File: config.mk
export PLATFORM = sky130hd
export DESIGN_NAME = cell_osc_counter
export DESIGN_NICKNAME = d
export VERILOG_FILES = /design/src/rtl/cell_osc_counter.sv
export SDC_FILE = /design/constraint.sdc
export NUM_CORES = 1
export LEC_CHECK = 0
export CAP_MARGIN = 5
export CORE_ASPECT_RATIO = 1.5
export CORE_UTILIZATION = 50
export DETAILED_ROUTE_END_ITERATION = 8
export PLACE_DENSITY = 0.85
export SETUP_SLACK_MARGIN = 0.05
export SYNTH_ARGS = -nofsm -noshare
export SYNTH_HDL_FRONTEND = slang
export SYNTH_SLANG_ARGS = --single-unit
File: constraint.sdc
create_clock -name CLK -period 2.7 [get_ports CLK]
set_clock_uncertainty 0.1 [all_clocks]
set_input_delay 0.54 -clock CLK [delete_from_list [all_inputs] [get_ports CLK]]
set_output_delay 0.54 -clock CLK [all_outputs]
set_load 0.1 [all_outputs]
File: src/rtl/cell_osc_counter.sv
// cell_osc_counter
//   Digitizes a standard-cell ring oscillator by counting its rising edges
//   over a programmable window of CLK cycles.
//
//   Ports
//     CLK      system clock, all state on rising edge
//     RST      asynchronous active-high reset
//     start    measurement request, honoured only in IDLE
//     win_len  window length in CLK cycles, captured when start is accepted
//     osc_in   oscillator output (asynchronous to CLK, below CLK/2)
//     busy     high from ARM through the last MEAS cycle
//     done     one-cycle pulse when count/ovf are valid
//     count    rising edges seen in the window (saturating)
//     ovf      sticky saturation flag for the last window
module cell_osc_counter #(
  parameter int CNT_W = 16,
  parameter int WIN_W = 16
) (
  input  logic             CLK,
  input  logic             RST,
  input  logic             start,
  input  logic [WIN_W-1:0] win_len,
  input  logic             osc_in,
  output logic             busy,
  output logic             done,
  output logic [CNT_W-1:0] count,
  output logic             ovf
);

  typedef enum logic [1:0] {IDLE, ARM, MEAS, DONE} state_t;

  state_t           state;
  logic [WIN_W-1:0] timer;
  logic             s1, s2, s3;
  logic             rise;

  // s1/s2 resynchronize the ring output; s3 is history for edge detect.
  assign rise = s2 & ~s3;

  always_ff @(posedge CLK or posedge RST) begin
    if (RST) begin
      state <= IDLE;
      timer <= '0;
      s1    <= 1'b0;
      s2    <= 1'b0;
      s3    <= 1'b0;
      busy  <= 1'b0;
      done  <= 1'b0;
      count <= '0;
      ovf   <= 1'b0;
    end else begin
      s1   <= osc_in;
      s2   <= s1;
      s3   <= s2;
      done <= 1'b0;
      case (state)
        IDLE: begin
          if (start) begin
            // win_len is captured in the accepting cycle so later changes
            // to the input cannot disturb the running window.
            state <= ARM;
            busy  <= 1'b1;
            timer <= win_len;
          end
        end
        ARM: begin
          count <= '0;
          ovf   <= 1'b0;
          if (timer == '0) begin
            state <= DONE;
            busy  <= 1'b0;
            done  <= 1'b1;
          end else begin
            state <= MEAS;
          end
        end
        MEAS: begin
          if (rise) begin
            if (count == {CNT_W{1'b1}}) ovf <= 1'b1;
            else                        count <= count + 1'b1;
          end
          timer <= timer - 1'b1;
          // timer==1 marks the final window cycle.
          if (timer == {{(WIN_W-1){1'b0}}, 1'b1}) begin
            state <= DONE;
            busy  <= 1'b0;
            done  <= 1'b1;
          end
        end
        DONE: begin
          state <= IDLE;
        end
        default: state <= IDLE;
      endcase
    end
  end

endmodule

==> results of run 1 <==
==> cell usage after synthesis (2+ instances only) <==
master	n	area, um^2
nand3_1	11	55.1
o22ai_1	8	50.1
o21ai_0	14	70.1
nor2b_1	2	12.5
a2bb2oi_1	3	26.3
nor4_1	4	25.0
nand2_1	24	90.1
dfrtp_1	40	1000
nor2_1	22	82.6
a31oi_1	2	12.5
o22a_1	3	26.3
nor3_1	9	45.0
xor2_1	2	17.5
nand2b_1	2	12.5
a21oi_1	23	115
and4_1	3	26.3
mux2i_1	8	80.1
xnor2_1	8	70.1
inv_1	12	45.0
ha_1	8	100
and3_1	2	12.5
or4_1	4	30.0
or3_1	2	12.5
nand4_1	6	37.5
o2111ai_1	3	26.3
clkbuf_1	7	26.3
==> area by class of cell <==
| cell class | instances | area, um^2 | area share |
|---|---|---|---|
| clock inverters | 2 | 35.0 | 0.0124 |
| repair buffers | 45 | 385 | 0.137 |
| flip-flops and latches | 40 | 1000 | 0.356 |
| clock buffers | 6 | 72.6 | 0.0257 |
| inverters | 12 | 45.0 | 0.0160 |
| well taps | 46 | 57.6 | 0.0204 |
| multi-input cells | 193 | 1220 | 0.433 |
==> state kept, by name (all words and copies together), names as in the netlist <==
name and flops:
timer 16, busy 1, ovf 1, s1 1, state 2, count 16, done 1, s2 1
s3 1
==> metrics by stage <==
step           power (mW)  instance area, um^2  std cells  hold WS (ns)
2_1_floorplan        1.96                 2300        253         0.231
3_5_place_dp         2.31                 2710        336         0.238
3_3_place_gp         2.26                 2710        336         0.233
6_report             2.80                 2820        344         0.251
5_1_grt              3.03                 2820        344         0.256
4_1_cts              2.81                 2820        344         0.258
==> worst max-delay path, stage by stage (launching register included) <==
cell and delay (ns):
dfrtp_1 0.44, or4_4 0.58, or2_4 0.27, o21ai_0 0.42
nor4b_1 0.28, o21ai_0 0.15
==> path summary, 6_finish.rpt <==
path / end / startpoint / slack (ns)
min in group asynchronous: timer[15] / RST / 0.55
setup reg to reg: state[0] / timer[2] / 0.32
setup / recovery: state[0] / timer[2] / 0.32
hold reg to reg: s2 / s1 / 0.25
hold / removal: s2 / s1 / 0.25
max in group asynchronous: count[1] / RST / 1.57
==> per-layer routing <==
metal,GRT usage,up-vias,part of all wire
met2,0.404,59,0.54
met5,0,-,0
li1,-,1022,-
met3,0.0518,7,0.039
met4,0.0909,0,0.014
met1,0.240,964,0.41
==> report_power, final <==
part	switching [mW]	leakage [nW]	internal (mW)	total [mW]
sequential	0.186	0.498	0.768	0.955
combinational	0.843	0.645	0.517	1.36
clock	0.213	0.0552	0.274	0.488
==> cells by family (layout without fill, tap and decap cells) <==
kind of cell	after synthesis	after routing
AOI/OAI and AO/OA	66	66
xor gates and xnor gates	10	10
and+or+nand+nor	101	101
muxes	8	8
adders and majority gates	8	8
DFF	40	40
buffers and inverters	20	65
==> results.md, run 1 <==
* Synth async-reset ratio at 1.00
* CTS Root Cell: clkbuf_8
* Worst path required time at 2.76 ns
* Synth-to-Final Area Change at 22.8%
* Initial DRC count at 148
* Vias in the first global route at 1957
* Synthesized Nets at 281
* P_leak at about 1.2 nW
* Cell Pwr Density at slightly below 1000 nW/um^2
* Vias per cell at 5.97
* Die Wd at 57.4 um
* Fraction of layout cells with a size suffix above 1 at 0.138
* CP endpoint kind: register
* Syn Inst Count at 253
* Library cells used by synthesis at 47
* Dpl ws at 0.419 ns
* Max Buffers Root-to-Sink at 2
* Wire length of the first global-routing pass at 8480 um
* Slew @ Worst Pin at 0.755 ns
* Commonest cells after routing, fill and taps aside: dfrtp_1 (38), buf_4 (26), nand2_1 (24), a21oi_1 (23), nor2_1 (22)
* Nets@finish at about 330
* Post-Synth XOR/XNOR Area at 0.0381
* Core Rows at 29
* Final setup fails at 0
* DIE HEIGHT at 85.0 um
* Adder-cell area share of the yosys netlist at 0.0435
* CP Max Fanout at 6
* Setup_tns at 0 ns
* Final HPWL DP at 3650 um
* Outcome: complete, but fails checks
* EDFF count, synth at 0
* Gr usage total at 0.222
* RSZ-0062 raised after global routing: no
* Crit path launch type: register
* Max H-tree Level at 2
* Hold Buf Count CTS at 0
* WL/cell at 14.6 um
* Routed wire length at slightly above 5000 um
* Worst min path class: reg -> reg
* Fmax at around 0.42 GHz
* DRC viols at 6
* Antenna Nets Post-Route at 0
* Fin crit period at approximately 2.4 ns
* PostCTS Resize Cnt at 0
* Worst r2r path cells at 5
* Crit path DAT at around 2.4 ns
* Post-CTS Setup Bufs at 0
* Cell area after synthesis at 2300 um^2
* Failing checks: design-rule violations
* # fillers at 368
* Gpl congestion at 0.851
* Compound-cell area share of the yosys netlist at 0.177
* Worst Hold Depth at 0
* Ys flop type: dfrtp_1
* Multiplexer area fraction after synthesis at 0.0348
* Finished Core Util at 0.653
* Cts bufs inserted at 5
* VDD IR-drop max at roughly 0.63 mV
* Mean Syn Cell Area at slightly above 9 um^2
* Worst setup margin at 0.325 ns
* Final Cycle Share at 0.880
* Flops & latches, synth at 40
* Die area at 4880 um^2
* I/O pin cnt at 39
* Largest family of logic cells by synthesized area: simple AND/OR/NAND/NOR gates
* Placeable Area at 4320 um^2
* YS warnings at 0
* Commonest non-fill, non-tap cell in the layout: dfrtp_1
* Ant diodes at 0
* Via count at 2052
* Clock-pin slew on the worst setup and hold paths at around 0.070 ns
* Clk sinks at 40
* Max Cap Viol at 0
* WS Path Type: reg -> reg
* Remaining global-route overflow at 0
* Worst-Skew Late Latency at 0.30 ns
* Hold Fails Final Rpt at 0
* Pins Over Slew Limit at 0
* CTS tree: yes
* Initial antenna violation count at 0
* IO Port Bufs at 38
* Simple-gate share of the synthesized area at 0.238
* Drt pass-1 iters at 6
* Pin count of the biggest net entering global routing at slightly above 40
* Sequential fraction of the synthesis area at 0.435
* Effective utilization at floorplan at 0.532
* Worst relative slew slack at 0.493
Power figures use the tool's default switching activity.
==> inputs of run 2 (changes only) <==
Settings changed: CAP_MARGIN 5 to unset, CORE_UTILIZATION 50 to 47, CTS_BUF_LIST set to sky130_fd_sc_hd__clkbuf_4 sky130_fd_sc_hd__clkbuf_8, PLACE_DENSITY 0.85 to 0.81.
==> run 2 against run 1 <==
Non-clock buffer count is the same; global-route usage shrank 0.33 points; first-iteration DRC count shrank 9.5%; die area grew 6.2%; worst hold slack gained 0.0093 ns; register-to-register slack gained 0.08 ns; critical endpoint unchanged; cell area grew 0.13%; via count grew 1.7%; sequential cell count is the same; wire length shrank 1.2%; clock-buffer cell count grew 1; the flow now finishes without violations; fmax grew 3.6%.
==> results.md, run 2 (same netlist as run 1, synthesis figures left out) <==
* Outcome: complete, no violations
* Hold Buf Count CTS at 0
* P_leak at 1.19 nW
* RSZ-0062 raised after global routing: no
* Cts bufs inserted at 5
* Clock-pin slew on the worst setup and hold paths at about 0.070 ns
* CP Max Fanout at 6
* Biggest regs: count x16, timer x16, state x2
* Fraction of layout cells with a size suffix above 1 at 0.141
* IO Port Bufs at 38
* Die area at between 5000 and 6000 um^2
* CTS Root Cell: clkbuf_8
* FF/Latch Area at 1000 um^2
* Max Buffers Root-to-Sink at 2
* DIE HEIGHT at 87.6 um
* # fillers at 425
* Nets@finish at between 300 and 400
* Pin count of the biggest net entering global routing at 41
* Pins Over Slew Limit at 0
* Commonest cells after routing, fill and taps aside: dfrtp_1 (38), buf_4 (26), nand2_1 (24), a21oi_1 (23), nor2_1 (22)
* WS Path Type: reg -> reg
* Finished Core Util at 0.612
* Worst-Skew Late Latency at 0.29 ns
* Effective utilization at floorplan at 0.498
* Wire length of the first global-routing pass at ~8700 um
* Gr usage total at 0.219
* Multi-input gate area at between 1000 and 1500 um^2
* Via count at 2086
* Ant diodes at 0
* Routed wire length at 4980 um
* Remaining global-route overflow at 0
* Hold Fails Final Rpt at 0
* Hold path start: s1
* Worst Hold Depth at 0
* PostCTS Resize Cnt at 0
* Max Cap Viol at 0
* Commonest non-fill, non-tap cell in the layout: dfrtp_1
* Synth-to-Final Area Change at 22.9%
* Initial DRC count at 134
* CP endpoint kind: register
* Slew @ Worst Pin at 0.510 ns
* Worst r2r path cells at 5
* Vias per cell at 5.76
* Gpl congestion at 0.846
* Final Cycle Share at 0.849
* Final HPWL DP at 3690 um
* Antenna Nets Post-Route at 0
* Final setup fails at 0
* Placeable Area at 4620 um^2
* Hold path endpoint: s2
* Clk sinks at 40
* Worst R2R End: state[0]
* Cell Pwr Density at 954 nW/um^2
* Drt pass-1 iters at 4
* Fmax at 0.436 GHz
* Worst min path class: reg -> reg
* Initial antenna violation count at 0
* Worst relative slew slack at 0.660
* VDD IR-drop max at around 0.6 mV
* Vias in the first global route at 1983
* Max H-tree Level at 2
* Crit path launch type: register
* Post-CTS Setup Bufs at 0
* I/O pin cnt at 39
* Power after layout at 2.70 mW
* Core Rows at 30
* Setup_tns at 0 ns
* WL/cell at 13.7 um
* Worst path required time at between 2 and 3 ns
* DRC viols at 0
* Crit path DAT at 2.36 ns
* Worst R2R Start: timer[2]
* CTS tree: yes
* Die Wd at between 50 and 60 um
* Register-to-register setup slack at between 0.4 and 0.5 ns
* Fin crit period at roughly 2.3 ns
run 2: cell types whose count changed in the layout (fill, tap and decap cells not counted), sizes merged:
cell | previous run | this run
bufinv | 1 | 0
clkbuf | 6 | 7
run 2: worst max-delay path, cell delays in order, from the launching register on:
cell,delay [ns]
dfrtp_1,0.43
or4_4,0.57
or2_4,0.27
o21ai_0,0.41
nor4b_1,0.27
o21ai_0,0.12
run 2: final cells by class:
| cell class | instances | share of cell area |
|---|---|---|
| inverters | 12 | 0.0159 |
| well taps | 64 | 0.0283 |
| repair buffers | 45 | 0.136 |
| flip-flops and latches | 40 | 0.355 |
| clock inverters | 1 | 0.00177 |
| clock buffers | 7 | 0.0297 |
| multi-input cells | 193 | 0.433 |
run 2: worst max-delay path by stage:
stage | start | depth (start not counted) | to | slack (ns)
global placement | timer[2] | 5 | state[0] | 0.49
global route | timer[2] | 5 | state[0] | 0.15
finish | timer[2] | 5 | state[0] | 0.41
floorplan | count[7] | 5 | count[13] | 0.06
detailed placement | timer[2] | 5 | state[0] | 0.41
CTS | timer[2] | 5 | state[0] | 0.40
run 2: through the flow:
| step | worst slack [ns] | area (um^2) | std cells | hold slack [ns] |
|---|---|---|---|---|
| 5_1_grt | 0.148 | 2830 | 362 | 0.274 |
| 3_5_place_dp | 0.413 | 2740 | 354 | 0.246 |
| 6_report | 0.408 | 2830 | 362 | 0.260 |
| 3_3_place_gp | 0.494 | 2740 | 354 | 0.236 |
| 4_1_cts | 0.400 | 2830 | 362 | 0.267 |
| 2_1_floorplan | 0.0573 | 2300 | 253 | 0.231 |
run 2: layer usage:
metal / wire, um / GRT usage / part of all wire
met3: 179 / 0.0458 / 0.036
met1: 1990 / 0.235 / 0.40
met4: 70 / 0.0909 / 0.014
met5: 0 / 0 / 0
met2: 2740 / 0.404 / 0.55
run 2: where the power goes:
part	switching (mW)	leakage (nW)	internal, mW	total, mW
clock	0.203	0.0491	0.202	0.404
combinational	0.818	0.645	0.520	1.34
sequential	0.184	0.498	0.769	0.953
total	1.20	1.19	1.49	2.70
==> inputs of run 3 (changes only) <==
Clock period 2.7 ns to 2.2 ns, I/O delays scaled along.
==> run 3 against run 2 <==
Worst setup slack worse by 0.29 ns; cell area is 5.0% higher; wire length is 1.5% higher; combinational power is 33% higher; fmax is 10% higher; register-to-register slack worse by 0.29 ns; critical endpoint is now timer[12]; largest power group unchanged; highest routed layer unchanged.
==> results.md, run 3 (same netlist as run 1, synthesis figures left out) <==
* Die Wd at 59.1 um
* Remaining global-route overflow at 0
* Fraction of layout cells with a size suffix above 1 at 0.227
* Initial antenna violation count at 0
* CP endpoint kind: register
* Max H-tree Level at 2
* Crit path DAT at 2.20 ns
* Worst min path class: reg -> reg
* Gpl congestion at just under 0.9
* Multi-input gate area at about 1300 um^2
* Setup_tns at 0 ns
* Via count at 2069
* Final HPWL DP at 3690 um
* Crit path launch: timer[5]
* Worst r2r path cells at 5
* DRC viols at 0
* WL/cell at roughly 14 um
* Cell Pwr Density at between 1000 and 1500 nW/um^2
* Gr usage total at 0.224
* Cts bufs inserted at 5
* WS Path Type: reg -> reg
* Fin crit period at 2.08 ns
* Worst relative slew slack at 0.658
* Hold Fails Final Rpt at 0
* Core Rows at 30
* Synth-to-Final Area Change at 29.1%
* Worst path required time at around 2.3 ns
* FF/Latch Area at 1030 um^2
* IO Port Bufs at 38
* Ant diodes at 0
* Routed wire length at 5050 um
* Vias in the first global route at 1992
* Outcome: complete, no violations
* Commonest cells after routing, fill and taps aside: buf_4 (32), dfrtp_1 (25), nand2_1 (24), nor2_1 (22), a21oi_1 (21)
* Final setup fails at 0
* Biggest regs: count x16, timer x16, state x2
* Crit path launch type: register
* Pin count of the biggest net entering global routing at between 40 and 50
* I/O pin cnt at 39
* Nets@finish at between 300 and 400
* CTS tree: yes
* # fillers at between 300 and 400
* Dpl ws at 0.115 ns
* Fmax at roughly 0.48 GHz
* DIE HEIGHT at 87.6 um
* Worst-Skew Late Latency at 0.30 ns
* CP Max Fanout at 5
* Commonest non-fill, non-tap cell in the layout: buf_4
* Worst R2R Start: timer[5]
* Max Cap Viol at 0
* Initial DRC count at roughly 110
* Max Buffers Root-to-Sink at 2
* Register-to-register setup slack at 0.12 ns
* Final Cycle Share at 0.946
* Worst R2R End: timer[12]
* Pins Over Slew Limit at 0
* Drt pass-1 iters at 4
* Clk sinks at 40
* CTS Root Cell: clkbuf_8
* Effective utilization at floorplan at 0.498
* RSZ-0062 raised after global routing: no
* Slew @ Worst Pin at roughly 0.51 ns
* Worst setup margin at 0.119 ns
* Wire length of the first global-routing pass at 8900 um
* Vias per cell at 5.62
* Placeable Area at 4620 um^2
* P_leak at 1.21 nW
* CP Capture Point: timer[12]
* Antenna Nets Post-Route at 0
* Die area at slightly above 5000 um^2
* VDD IR-drop max at 0.954 mV
* Clock-pin slew on the worst setup and hold paths at 0.08 ns
## run 3: changes by cell type in the layout (fill, tap and decap cells not counted), sizes merged
cell	change
clkbuf	-1
buf	+6
bufinv	+1
## run 3: cell type report
cell class	instances	area share
well taps	64	0.0270
clock inverters	2	0.0118
flip-flops and latches	40	0.349
repair buffers	51	0.145
inverters	12	0.0152
multi-input cells	193	0.427
clock buffers	6	0.0257
## run 3: how the worst min path moves through the flow
stage / from / to / slack, ns / cells past startpoint
2_1_floorplan: s1 / s2 / 0.23 / 0
3_3_place_gp: s1 / s2 / 0.24 / 0
3_5_place_dp: s1 / s2 / 0.25 / 0
4_1_cts: s1 / s2 / 0.27 / 0
5_1_grt: s1 / s2 / 0.27 / 0
6_report: s1 / s2 / 0.26 / 0
## run 3: where the power goes
| group | internal, mW | leakage (nW) | switching (mW) |
|---|---|---|---|
| registers | 0.950 | 0.474 | 0.229 |
| logic | 0.717 | 0.678 | 1.06 |
| clock network | 0.349 | 0.0586 | 0.263 |
## run 3: critical path, stage by stage (launching register included)
cell,delay (ns)
dfrtp_1,0.43
or4_4,0.51
nand4bb_4,0.23
or4_4,0.44
a21oi_2,0.14
a2bb2oi_1,0.15
## run 3: through the flow
| stage | utilization | cells | area, um^2 | total power [mW] | hold slack, ns |
|---|---|---|---|---|---|
| final | 0.643 | 368 | 2970 | 3.57 | 0.259 |
| after global routing | 0.643 | 368 | 2970 | 3.85 | 0.265 |
| after CTS | 0.638 | 368 | 2950 | 3.55 | 0.268 |
| after detailed placement | 0.614 | 360 | 2840 | 2.94 | 0.251 |
| after global placement | 0.614 | 360 | 2840 | 2.88 | 0.237 |
| after floorplan | - | 253 | 2360 | 2.42 | 0.231 |
## run 3: timing repair
action | in CTS | in global routing
resized for setup | 0 | 6
hold buffers | 0 | 0
setup endpoints to repair | 0 | 3
setup buffers | 0 | 0
## run 3: routing by layer
metal,wire (um),GRT usage,up-vias
met5,0,0,-
met4,98,0.0996,0
met3,176,0.0369,10
met2,2720,0.404,52
met1,2060,0.254,976
li1,-,-,1031
